[config.mk]
export PLATFORM = sky130hd
export DESIGN_NAME = word_serializer
export DESIGN_NICKNAME = d
export VERILOG_FILES = /design/src/rtl/word_serializer_pkg.sv /design/src/rtl/word_serializer_splitter.sv /design/src/rtl/word_serializer.sv
export SDC_FILE = /design/constraint.sdc
export NUM_CORES = 1
export LEC_CHECK = 0
export CAP_MARGIN = 20
export CORE_UTILIZATION = 50
export DETAILED_ROUTE_END_ITERATION = 6
export PLACE_DENSITY = 0.86
export SYNTH_ARGS = -nofsm -noshare
export SYNTH_HDL_FRONTEND = slang
export SYNTH_SLANG_ARGS = --single-unit
[constraint.sdc]
create_clock -name clk -period 2.7 [get_ports clk]
set_input_delay 0.54 -clock clk [delete_from_list [all_inputs] [get_ports clk]]
set_output_delay 0.54 -clock clk [all_outputs]
set_load 0.02 [all_outputs]
[src/rtl/word_serializer_pkg.sv]
// Shared widths and state encodings for the word-to-byte serializer.
package word_serializer_pkg;

  localparam int BYTE_W         = 8;
  localparam int WORD_W         = 32;
  localparam int BYTES_PER_WORD = 4;
  localparam int IDX_W          = $clog2(BYTES_PER_WORD);

  localparam logic [0:0] ST_IDLE = 1'b0;
  localparam logic [0:0] ST_SEND = 1'b1;

  localparam logic [IDX_W-1:0] IDX_LAST = IDX_W'(BYTES_PER_WORD - 1);

  typedef logic [BYTE_W-1:0] byte_t;
  typedef logic [WORD_W-1:0] word_t;

endpackage

[src/rtl/word_serializer_splitter.sv]
// Existing 32-bit byte splitter: O1 is the most significant byte, O4 the least.
module word_serializer_splitter
  import word_serializer_pkg::*;
(
  input  logic [WORD_W-1:0] a,
  output logic [BYTE_W-1:0] o1,
  output logic [BYTE_W-1:0] o2,
  output logic [BYTE_W-1:0] o3,
  output logic [BYTE_W-1:0] o4
);

  assign o1 = a[31:24];
  assign o2 = a[23:16];
  assign o3 = a[15:8];
  assign o4 = a[7:0];

endmodule

[src/rtl/word_serializer.sv]
// Holds one accepted word and streams its four bytes out over a valid/ready
// byte interface, allowing a new word to load on the last byte transfer.
module word_serializer
  import word_serializer_pkg::*;
#(
  parameter bit MSB_FIRST = 1'b1
) (
  input  logic              clk,
  input  logic              reset,
  input  logic [WORD_W-1:0] in_word,
  input  logic              in_valid,
  output logic              in_ready,
  output logic [BYTE_W-1:0] out_byte,
  output logic              out_valid,
  input  logic              out_ready,
  output logic              out_last,
  output logic              busy
);

  logic [0:0]        state_q, state_d;
  logic [IDX_W-1:0]  idx_q, idx_d;
  logic [WORD_W-1:0] hold_q, hold_d;

  logic             sending;
  logic             at_last;
  logic             accept;
  logic             xfer;
  logic [IDX_W-1:0] sel;
  byte_t            o1, o2, o3, o4;
  byte_t            mux_byte;

  assign sending = (state_q == ST_SEND);
  assign at_last = (idx_q == IDX_LAST);

  // in_ready depends combinationally on out_ready so a new word can load on
  // the last byte transfer without a bubble; it is forced low during reset.
  assign in_ready  = reset & (~sending | (at_last & out_ready));
  assign out_valid = sending;
  assign busy      = sending;
  assign out_last  = sending & at_last;

  assign accept = in_valid & in_ready;
  assign xfer   = out_valid & out_ready;

  word_serializer_splitter u_splitter (
    .a  (hold_q),
    .o1 (o1),
    .o2 (o2),
    .o3 (o3),
    .o4 (o4)
  );

  // sel 0 always picks O1; LSB-first order is the index reversed.
  assign sel = MSB_FIRST ? idx_q : ~idx_q;

  always_comb begin
    mux_byte = o1;
    case (sel)
      2'd0: mux_byte = o1;
      2'd1: mux_byte = o2;
      2'd2: mux_byte = o3;
      2'd3: mux_byte = o4;
      default: mux_byte = o1;
    endcase
  end

  assign out_byte = sending ? mux_byte : '0;

  always_comb begin
    // NOTE: every variable gets a default first so no path infers a latch.
    state_d = state_q;
    idx_d   = idx_q;
    hold_d  = hold_q;
    case (state_q)
      ST_IDLE: begin
        if (accept) begin
          hold_d  = in_word;
          idx_d   = '0;
          state_d = ST_SEND;
        end
      end
      ST_SEND: begin
        if (xfer) begin
          if (!at_last) begin
            idx_d = idx_q + 1'b1;
          end else if (accept) begin
            hold_d = in_word;
            idx_d  = '0;
          end else begin
            idx_d   = '0;
            state_d = ST_IDLE;
          end
        end
      end
      default: begin
        state_d = ST_IDLE;
        idx_d   = '0;
      end
    endcase
  end

  // NOTE: sequential state uses non-blocking assignments so every flop samples
  // the pre-edge values; the holding register is reset too, so out_byte is
  // defined from the first cycle.
  always_ff @(posedge clk or negedge reset) begin
    if (!reset) begin
      state_q <= ST_IDLE;
      idx_q   <= '0;
      hold_q  <= '0;
    end else begin
      state_q <= state_d;
      idx_q   <= idx_d;
      hold_q  <= hold_d;
    end
  end

endmodule

==> metrics.md <==
| Metric | Value |
|---|---|
| First-pass GRT wire length | 5492 um |
| Vias in the first global route | 1198 |
| Post-Syn Area per Cell | 13.53 um2 |
| Crit path DAT | 2.06 ns |
| Total wire length | 3578 um |
| Syn_nets | 162 |
| Largest net degree at the start of global routing | 33 |
| Die height | 59.45 um |
| Rows | 20 |
| Vias per inst | 5.459 |
| Placed cells | between 200 and 250 |
| Final-report max-slew violation count | 0 |
| # hold bufs at CTS | 0 |
| Worst path top cell family by delay | buffers and inverters |
| Hold WS | 0.5145 ns |
| Critical Path Fanout Max | 5 |
| Max-cap violations | 0 |
| FILL cells | between 200 and 250 |
| DR iter-0 viols | 69 |
| Worst-path cell chain | inv_1, ha_1, clkinvlp_4, buf_4, buf_4, a21oi_1, dlygate4sd2_1 |
| R2R setup slack | 1.01 ns |
| CP Launch Type | flip-flop |
| Global route overflow | 0 |
| Crit-path most repeated cell | buf_4 |
| Clk sink count | 35 |
| Reg clk slew, reported paths | around 0.09 ns |
| Final WS setup | 0.09637 ns |
| Worst path slowest cell | dfrtp_2 |
| CTS tree | built |
| RSZ-0062 raised after global routing | no |
| Leak | approximately 0.95 nW |
| Worst VDD drop | approximately 0.00054 V |
| DP Worst Slack | 0.1309 ns |
| Mapped Cells | about 120 |
| Max incr delay on CP | roughly 0.46 ns |
| Synth top area cells | dfrtp_1, mux2_2, mux2_4 |
| Ant diodes | 0 |
| Worst slew pin tran | ~0.51 ns |
| CP Class | flip-flop to primary output |
| Multi-input gate area | 720.7 um2 |
| DRC | 0 |
| Post-DP HPWL | 2452 um |
| Initial antenna violation count | 0 |
| Post-synth EDFFs | 0 |
| Most common cell in the synthesized netlist | dfrtp_1 |
| Final Power | 2.567 mW |
| Pwr dens | 1142 mW/mm2 |
| Nets | 213 |
| Yosys Warn Count | 0 |
| Hold crit path type | flip-flop to flip-flop |
| Post-synth cell types | 18 |
| Ys async rst share | 100.0% |
| Post-synth top cells | dfrtp_1, mux2_2, mux2_4 |
| Total GRT Usage | between 20% and 30% |
| Die width | 59.45 um |
| H-tree Lvls | 2 |
| Max_slew headroom | around two thirds |
| Final Hold Fails | 0 |
| DRT antenna net count | 0 |
| Predominant post-synthesis flop cell | dfrtp_1 |
| Area Growth Syn to Fin | 36.24% |
| I/O pin count | 48 |
| Synthesized area | 0.001650 mm2 |
| Clock buffer count from CTS | 5 |
| Non-Filler Instances | about 220 |
| WP buf/inv | 5 |
| Die area | approximately 0.0035 mm2 |
| Final Wtd Congestion | a little under 0.8 |
| Yosys reg bits | 35 |
| Ratio of cells with drive above 1 in the final layout | between 20 and 30% |
| PortBufs | 47 |
| Max frequency | 384.1 MHz |
| Clock root buffer | clkbuf_4 |
| Core Area | roughly 0.0031 mm2 |
| Drt first pass iters | 5 |
| Initial Util | 53.19% |
| Register area share after synthesis | 53.07% |
| Routed WL per cell | 16.41 um |
| Status | completed |
| Post-route minimum period | 2.604 ns |
| Via count of the routed design | 1190 |
| Post-route clock period utilization | 96.43% |
| Final setup fails | 0 |
| Worst Clk Skew | approximately 0.0093 ns |
| Setup TNS | 0 ns |
| Clock Path Buffers | 2 |
| Synth area leader | dfrtp_1 |
| Worst skew pair latency | 0.35 ns |
| CP required | roughly 2.2 ns |
| FF/Latch Area | 877.1 um2 |
| Synth top area share | 53.07% |
| Crit path capture type | primary output |
[power breakdown]
group          switching [mW]  internal, mW
logic                   0.626         0.697
registers               0.186         0.790
clock network           0.167         0.101
total                   0.978          1.59
[layout make-up]
type	instances	share of cell area [%]
Timing Repair Buffer	53	23.59
Inverter	3	0.6678
Multi-Input combinational cell	75	32.05
Clock buffer	7	2.003
Sequential cell	35	39.01
Tap cell	44	2.449
Clock inverter	1	0.2226
[cell usage in the layout, fill, tap and decap left out]
master,synthesis,layout
dfrtp_2,0,1
a31oi_1,1,1
a222oi_1,8,8
clkinvlp_4,0,1
ha_4,0,1
buf_12,0,2
mux2_2,23,23
a21oi_1,9,9
mux2_4,10,10
and2_1,2,2
ha_1,4,1
buf_4,1,4
a21oi_4,1,1
ha_2,0,2
nand3b_1,1,1
dlygate4sd2_1,0,8
nand2b_1,1,1
clkdlybuf4s50_1,0,39
o21ai_0,9,9
clkinv_2,0,1
clkbuf_1,5,2
nand2_2,1,1
nand2_1,5,5
dfrtp_1,35,34
inv_1,3,2
clkbuf_4,0,5
[cell families (layout without fill, tap and decap cells)]
logic type / Yosys count / after routing / share of synthesized area, %
adders and majority gates: 4 / 4 / 3.033
buffers and inverters: 12 / 64 / 4.322
DFF: 35 / 35 / 53.07
AOI/OAI and AO/OA: 28 / 28 / 11.68
and+or+nand+nor: 10 / 10 / 3.109
muxes: 33 / 33 / 24.79
[per-layer routing]
layer	routed length [um]	GRT usage, %
met2	1736	35.47
met4	60	10.88
met1	1576	27.78
met5	0	0
met3	204	4.585
[state kept, by name, summed over array words and instances (netlist names)]
signal / cells
hold_q: 32
busy: 1
idx_q: 2
[final timing paths]
kind	from	end	cells past startpoint
max in group asynchronous	reset	hold_q[13]	2
setup reg to reg	idx_q[1]	hold_q[28]	5
hold / removal	hold_q[31]	hold_q[31]	1
min in group asynchronous	reset	hold_q[8]	2
setup / recovery	idx_q[0]	out_byte[7]	7
hold reg to reg	hold_q[31]	hold_q[31]	1
[repair_timing]
action                                 in CTS  in global routing
buffers inserted                            2                  1
pin swaps                                   1                  0
resized for setup                          12                  2
setup endpoints to repair                   9                  4
endpoints found under the hold margin       0                  0
[through the flow]
step	utilization, %	instance area [um2]
2_1_floorplan	-	1650
3_3_place_gp	69.31	2151
3_5_place_dp	69.31	2151
4_1_cts	71.45	2217
5_1_grt	72.46	2248
6_report	72.46	2248
No activity file was read; power rests on OpenSTA's default activity.
